`src/rtl/reg_scoreboard.sv`:
```
// rtl/reg_scoreboard.sv - register-hazard scoreboard tracking in-flight writes per register
// Optional same-cycle writeback bypass: define SCOREBOARD_BYPASS_EN.
module reg_scoreboard #(
  parameter int CNT_W = 2
) (
  input  logic        clk,
  input  logic        rst,
  input  logic        issue_valid,
  input  logic [4:0]  issue_rs,
  input  logic [4:0]  issue_rt,
  input  logic        issue_use_rs,
  input  logic        issue_use_rt,
  input  logic        issue_we,
  input  logic [4:0]  issue_rd,
  input  logic        wb_valid,
  input  logic [4:0]  wb_rd,
  input  logic        flush,
  output logic        stall,
  output logic [31:0] pending,
  output logic [5:0]  inflight,
  output logic        err_underflow
);

  localparam logic [CNT_W-1:0] MAXC = '1;
  localparam logic [CNT_W-1:0] ONE  = CNT_W'(1);
  localparam int TW = CNT_W + 5;

  logic [CNT_W-1:0] cnt      [32];
  logic [CNT_W-1:0] cnt_next [32];
  logic [31:0]      pending_next;
  logic [TW-1:0]    total;
  logic [TW-1:0]    total_next;
  logic             rs_byp, rt_byp;
  logic             rs_haz, rt_haz, rd_full;
  logic             accept, inc, dec, uflow;
  logic             wb_tracked;

`ifdef SCOREBOARD_BYPASS_EN
  // The register file writes combinationally, so a last outstanding write
  // retiring this cycle already supplies the operand.
  assign rs_byp = (cnt[issue_rs] == ONE) && wb_valid && (wb_rd == issue_rs);
  assign rt_byp = (cnt[issue_rt] == ONE) && wb_valid && (wb_rd == issue_rt);
`else
  assign rs_byp = 1'b0;
  assign rt_byp = 1'b0;
`endif

  assign rs_haz  = issue_use_rs && (issue_rs != 5'd0) && (cnt[issue_rs] != '0) && !rs_byp;
  assign rt_haz  = issue_use_rt && (issue_rt != 5'd0) && (cnt[issue_rt] != '0) && !rt_byp;
  assign rd_full = issue_we && (issue_rd != 5'd0) && (cnt[issue_rd] == MAXC);
  assign stall   = issue_valid && (rs_haz || rt_haz || rd_full);

  assign accept     = issue_valid && !stall;
  assign inc        = accept && issue_we && (issue_rd != 5'd0);
  assign wb_tracked = wb_valid && (wb_rd != 5'd0);
  assign dec        = wb_tracked && (cnt[wb_rd] != '0);
  assign uflow      = wb_tracked && (cnt[wb_rd] == '0);

  always_comb begin
    cnt_next[0]     = '0;
    pending_next    = '0;
    for (int i = 1; i < 32; i++) begin
      cnt_next[i] = cnt[i]
                  + CNT_W'(inc && (issue_rd == 5'(i)))
                  - CNT_W'(dec && (wb_rd == 5'(i)));
      pending_next[i] = (cnt_next[i] != '0);
    end
    total_next = total + TW'(inc) - TW'(dec);
  end

  always_ff @(posedge clk) begin
    if (rst || flush) begin
      for (int i = 0; i < 32; i++) cnt[i] <= '0;
      total    <= '0;
      pending  <= '0;
      inflight <= '0;
      if (rst) err_underflow <= 1'b0;
    end else begin
      for (int i = 0; i < 32; i++) cnt[i] <= cnt_next[i];
      total    <= total_next;
      pending  <= pending_next;
      inflight <= (total_next > TW'(63)) ? 6'd63 : total_next[5:0];
      if (uflow) err_underflow <= 1'b1;
    end
  end

endmodule

```
`config.mk`:
```
export PLATFORM = sky130hd
export DESIGN_NAME = reg_scoreboard
export DESIGN_NICKNAME = d
export VERILOG_FILES = /design/src/rtl/reg_scoreboard.sv
export SDC_FILE = /design/constraint.sdc
export NUM_CORES = 1
export LEC_CHECK = 0
export ABC_AREA = 1
export CAP_MARGIN = 20
export CORE_MARGIN = 4
export CORE_UTILIZATION = 50
export DETAILED_ROUTE_END_ITERATION = 8
export DONT_BUFFER_PORTS = 1
export GPL_TIMING_DRIVEN = 0
export SLEW_MARGIN = 0
export SYNTH_ARGS = -nofsm -noshare
export SYNTH_HDL_FRONTEND = slang
export SYNTH_SLANG_ARGS = --single-unit
```
`constraint.sdc`:
```
create_clock -name clk -period 4.95 [get_ports clk]
set_clock_uncertainty 0.05 [all_clocks]
set_input_delay 0.7425 -clock clk [delete_from_list [all_inputs] [get_ports clk]]
set_output_delay 0.7425 -clock clk [all_outputs]
set_load 0.1 [all_outputs]
```
==> summary.md <==
| Metric | Value |
|---|---|
| Run status | complete, no violations |
| Slew at the pin closest to its max-slew limit | 981 ps |
| Number of violations of the max-capacitance limit | 0 |
| Final wirelength | between 20 and 25 mm |
| Setup slack at placement | about 460 ps |
| Number of clock sinks | 107 |
| Pwr per Cell Area | 255 nW/um^2 |
| Cell taking the most area after synthesis | dfxtp_1 |
| Hold-critical path depth | 2 |
| Arrival time at the worst endpoint | 4360 ps |
| Post-layout minimum cycle time | approximately 4200 ps |
| Clock latency of the later-clocked register in the worst-skew pair | 360 ps |
| Endpoint with the worst hold slack | err_underflow$_DFFE_PP_ |
| Largest net degree at the start of global routing | 20 |
| Share of the synthesized area in the top cell type | ~29% |
| Final-layout setup total negative slack | 0 ps |
| Total overflow reported by the global router | 0 |
| CTS-repair resized insts | 0 |
| Syn avg cell area | roughly 6.7 um^2 |
| Post-synth top cells | nand2_1, inv_1, nor2_1 |
| Final GP Congestion | roughly 0.95 |
| Post-CTS setup-driven buffer insertion count | 0 |
| Max-slew violation count | 0 |
| Area of the die | ~17000 um^2 |
| Initial Util | 51.8% |
| Share of flip-flops with an asynchronous set or reset | 0% |
| Kind of critical path | input port to register |
| Met2 GRT Util | 41.7% |
| Final cycle utilization of the critical path | 84.4% |
| Final routed DRC violation total | 0 |
| Count of endpoints failing setup in the final report | 0 |
| Num ports | 68 |
| Post-detail-place hpwl | around 17 mm |
| Clock H-tree levels | 3 |
| Post-layout nets | 1203 |
| Inserted Diodes | 0 |
| Total area of multi-input combinational cells | around 4200 um^2 |
| Final number of hold-violating endpoints | 0 |
| Number of antenna violations at the first check in global routing | 0 |
| Count leader, synth | nand2_1 |
| Layer with the highest usage after global routing | met2 |
| Average via count per standard cell | 5.29 |
| Proportion of layout cells with a drive suffix above 1 | 7.21% |
| Fill cell total of the finished layout | roughly 1500 |
| Overall routing resource usage | 27.6% |
| Count of unique library cells instantiated by Yosys | 34 |
| Net count after synthesis | 1192 |
| Sequential-to-total area share from yosys stat | 29.5% |
| Critical Path Start Type | input port |
| Main synth FF type | dfxtp_1 |
| # hold bufs at CTS | 0 |
| Wire length of the first global-routing pass | 35.2 mm |
| Post-synthesis cell area | 7300 um^2 |
| Routed wire length per instance | 17.2 um |
| Met1 track demand over resource | between 30% and 40% |
| VDD IR-drop max | 354 uV |
| EDFF count, synth | 1 |
| Headroom to the max-slew limit | 34.5% |
| Cell at the root of the clock tree | clkbuf_16 |
| Row count | between 40 and 50 |
| Post-synthesis cell count | approximately 1100 |
| Total area of sequential cells | 2150 um^2 |
| Largest cells by area after synthesis | dfxtp_1, ha_1, nand2_1 |
| Area delta synth->final | 7.01% |
| Via count | 6818 |
| Fmax | 239 MHz |
| Post-placement cell area | 7530 um^2 |
| Setup repair after global routing missed its margin | no |
| Cells on worst reg2reg path | 24 |
| Worst Setup End Kind | register |
| Hold Crit Class | input port to register |
| TritonCTS clock tree | built |
| Std-Cell Core Area | about 14000 um^2 |
| Max clock buf depth | 2 |
| Largest fanout of any net on the critical path | 10 |
| Cell area after layout | 7820 um^2 |
| Met3 GRT Util | 7.47% |
| Leakage power summed over all cells | 3.51 nW |
| Startpoint of the tightest hold check path | rst |
| Synthesis warning total | 0 |
| Worst setup margin | 774 ps |
| Chip Width | 129 um |
| First-pass detailed-route iteration total | 7 |
| Number of port buffers | 0 |
| Via count of the first global-routing pass | between 6000 and 7000 |
| Cts bufs inserted | 9 |
| R2r setup slk | 840 ps |
| Remaining antenna violation count after routing | 0 |
| Vertical extent of the die | 129 um |
| Number of register bits inferred by synthesis | 107 |
| Starting DRC count in detailed routing | 712 |
| FF-to-FF End | inflight[1]$_SDFF_PN0_ |
| Endpoint required time on the critical path | 5130 ps |
| Beginning of the worst register-to-register path | cnt[6][1]$_SDFF_PN0_ |
| Clock transition at path regs | 70 ps |
per-stage QoR:
step | total power, mW | util [%] | hold WS [ps] | instances
after detailed placement | 1.31 | 53.4 | 537 | 1274
after global placement | 1.31 | 53.4 | 531 | 1274
after floorplan | 1.24 | - | 505 | 1094
after global routing | 2.08 | 55.4 | 518 | 1290
final | 1.99 | 55.4 | 524 | 1290
after CTS | 2.01 | 55.4 | 518 | 1290
flip-flops by register name (all words and copies together), names as in the netlist:
register       cells
cnt               62
pending           31
total              7
inflight           6
err_underflow      1
worst max-delay path by stage:
stage                      startpoint  slack [ps]                      to  cells past startpoint
final                     issue_rd[0]         770  inflight[1]$_SDFF_PN0_                     25
after global routing      issue_rt[2]         410  inflight[1]$_SDFF_PN0_                     25
after CTS                 issue_rd[1]         830  inflight[1]$_SDFF_PN0_                     26
after detailed placement  issue_rd[1]         460  inflight[2]$_SDFF_PN0_                     26
after global placement    issue_rd[0]         450  inflight[3]$_SDFF_PN0_                     25
after floorplan           issue_rd[1]        1070  inflight[1]$_SDFF_PN0_                     26
kinds of logic (layout without fill, tap and decap cells):
logic type / Yosys count / count (layout) / synth area share [%]
xor+xnor: 68 / 68 / 8.15
compound gates: 110 / 110 / 7.92
flops: 107 / 107 / 29.5
simple gates: 511 / 511 / 29.6
fa+ha+maj: 70 / 70 / 12.1
other cells: 1 / 1 / 0.0513
buf+inv: 227 / 243 / 12.7
worst max-delay path: stages:
cell and delay [ps]:
buf_6 120, buf_2 280, o21ai_0 140, nand2_1 70
nand2_1 70, nand2_1 70, nand2_1 60, o21ai_0 210
nand2_1 100, nand3_2 110, nand4_4 150, buf_6 230
ha_1 280, inv_1 40, ha_1 190, fa_1 410
nand2_1 80, inv_1 30, o21ai_0 130, nand2_1 100
a21o_1 170, a21oi_1 150, xor2_1 80, nand2_1 200
o21ai_0 130
placed cells by master, fill, tap and decap left out, types with 8 or more instances in the layout:
cell type    n
a21oi_1     37
buf_2       19
clkbuf_1    19
clkbuf_16    9
dfxtp_1    106
ha_1        69
inv_1      175
nand2_1    223
nand3_1     84
nor2_1     155
nor2_2      31
nor3_1       8
o21ai_0     58
o22ai_1      8
xnor2_1     64
power breakdown:
| group | internal (mW) | switching (mW) |
|---|---|---|
| registers | 0.888 | 0.149 |
| clock network | 0.352 | 0.348 |
| logic | 0.0738 | 0.179 |
cell type report:
type,instances,share of cell area [%]
buffer,45,3.09
clock buffer,10,2.93
clock inverter,6,0.736
inverter,182,8.77
multi-input combinational,760,54.1
sequential,107,27.5
tap,180,2.88
layer usage:
layer	up-vias	wire, um
met4	0	605
met5	-	0
li1	3397	-
met2	279	9430
met1	3101	10100
met3	41	2100
(Power assumes the default switching activity.)
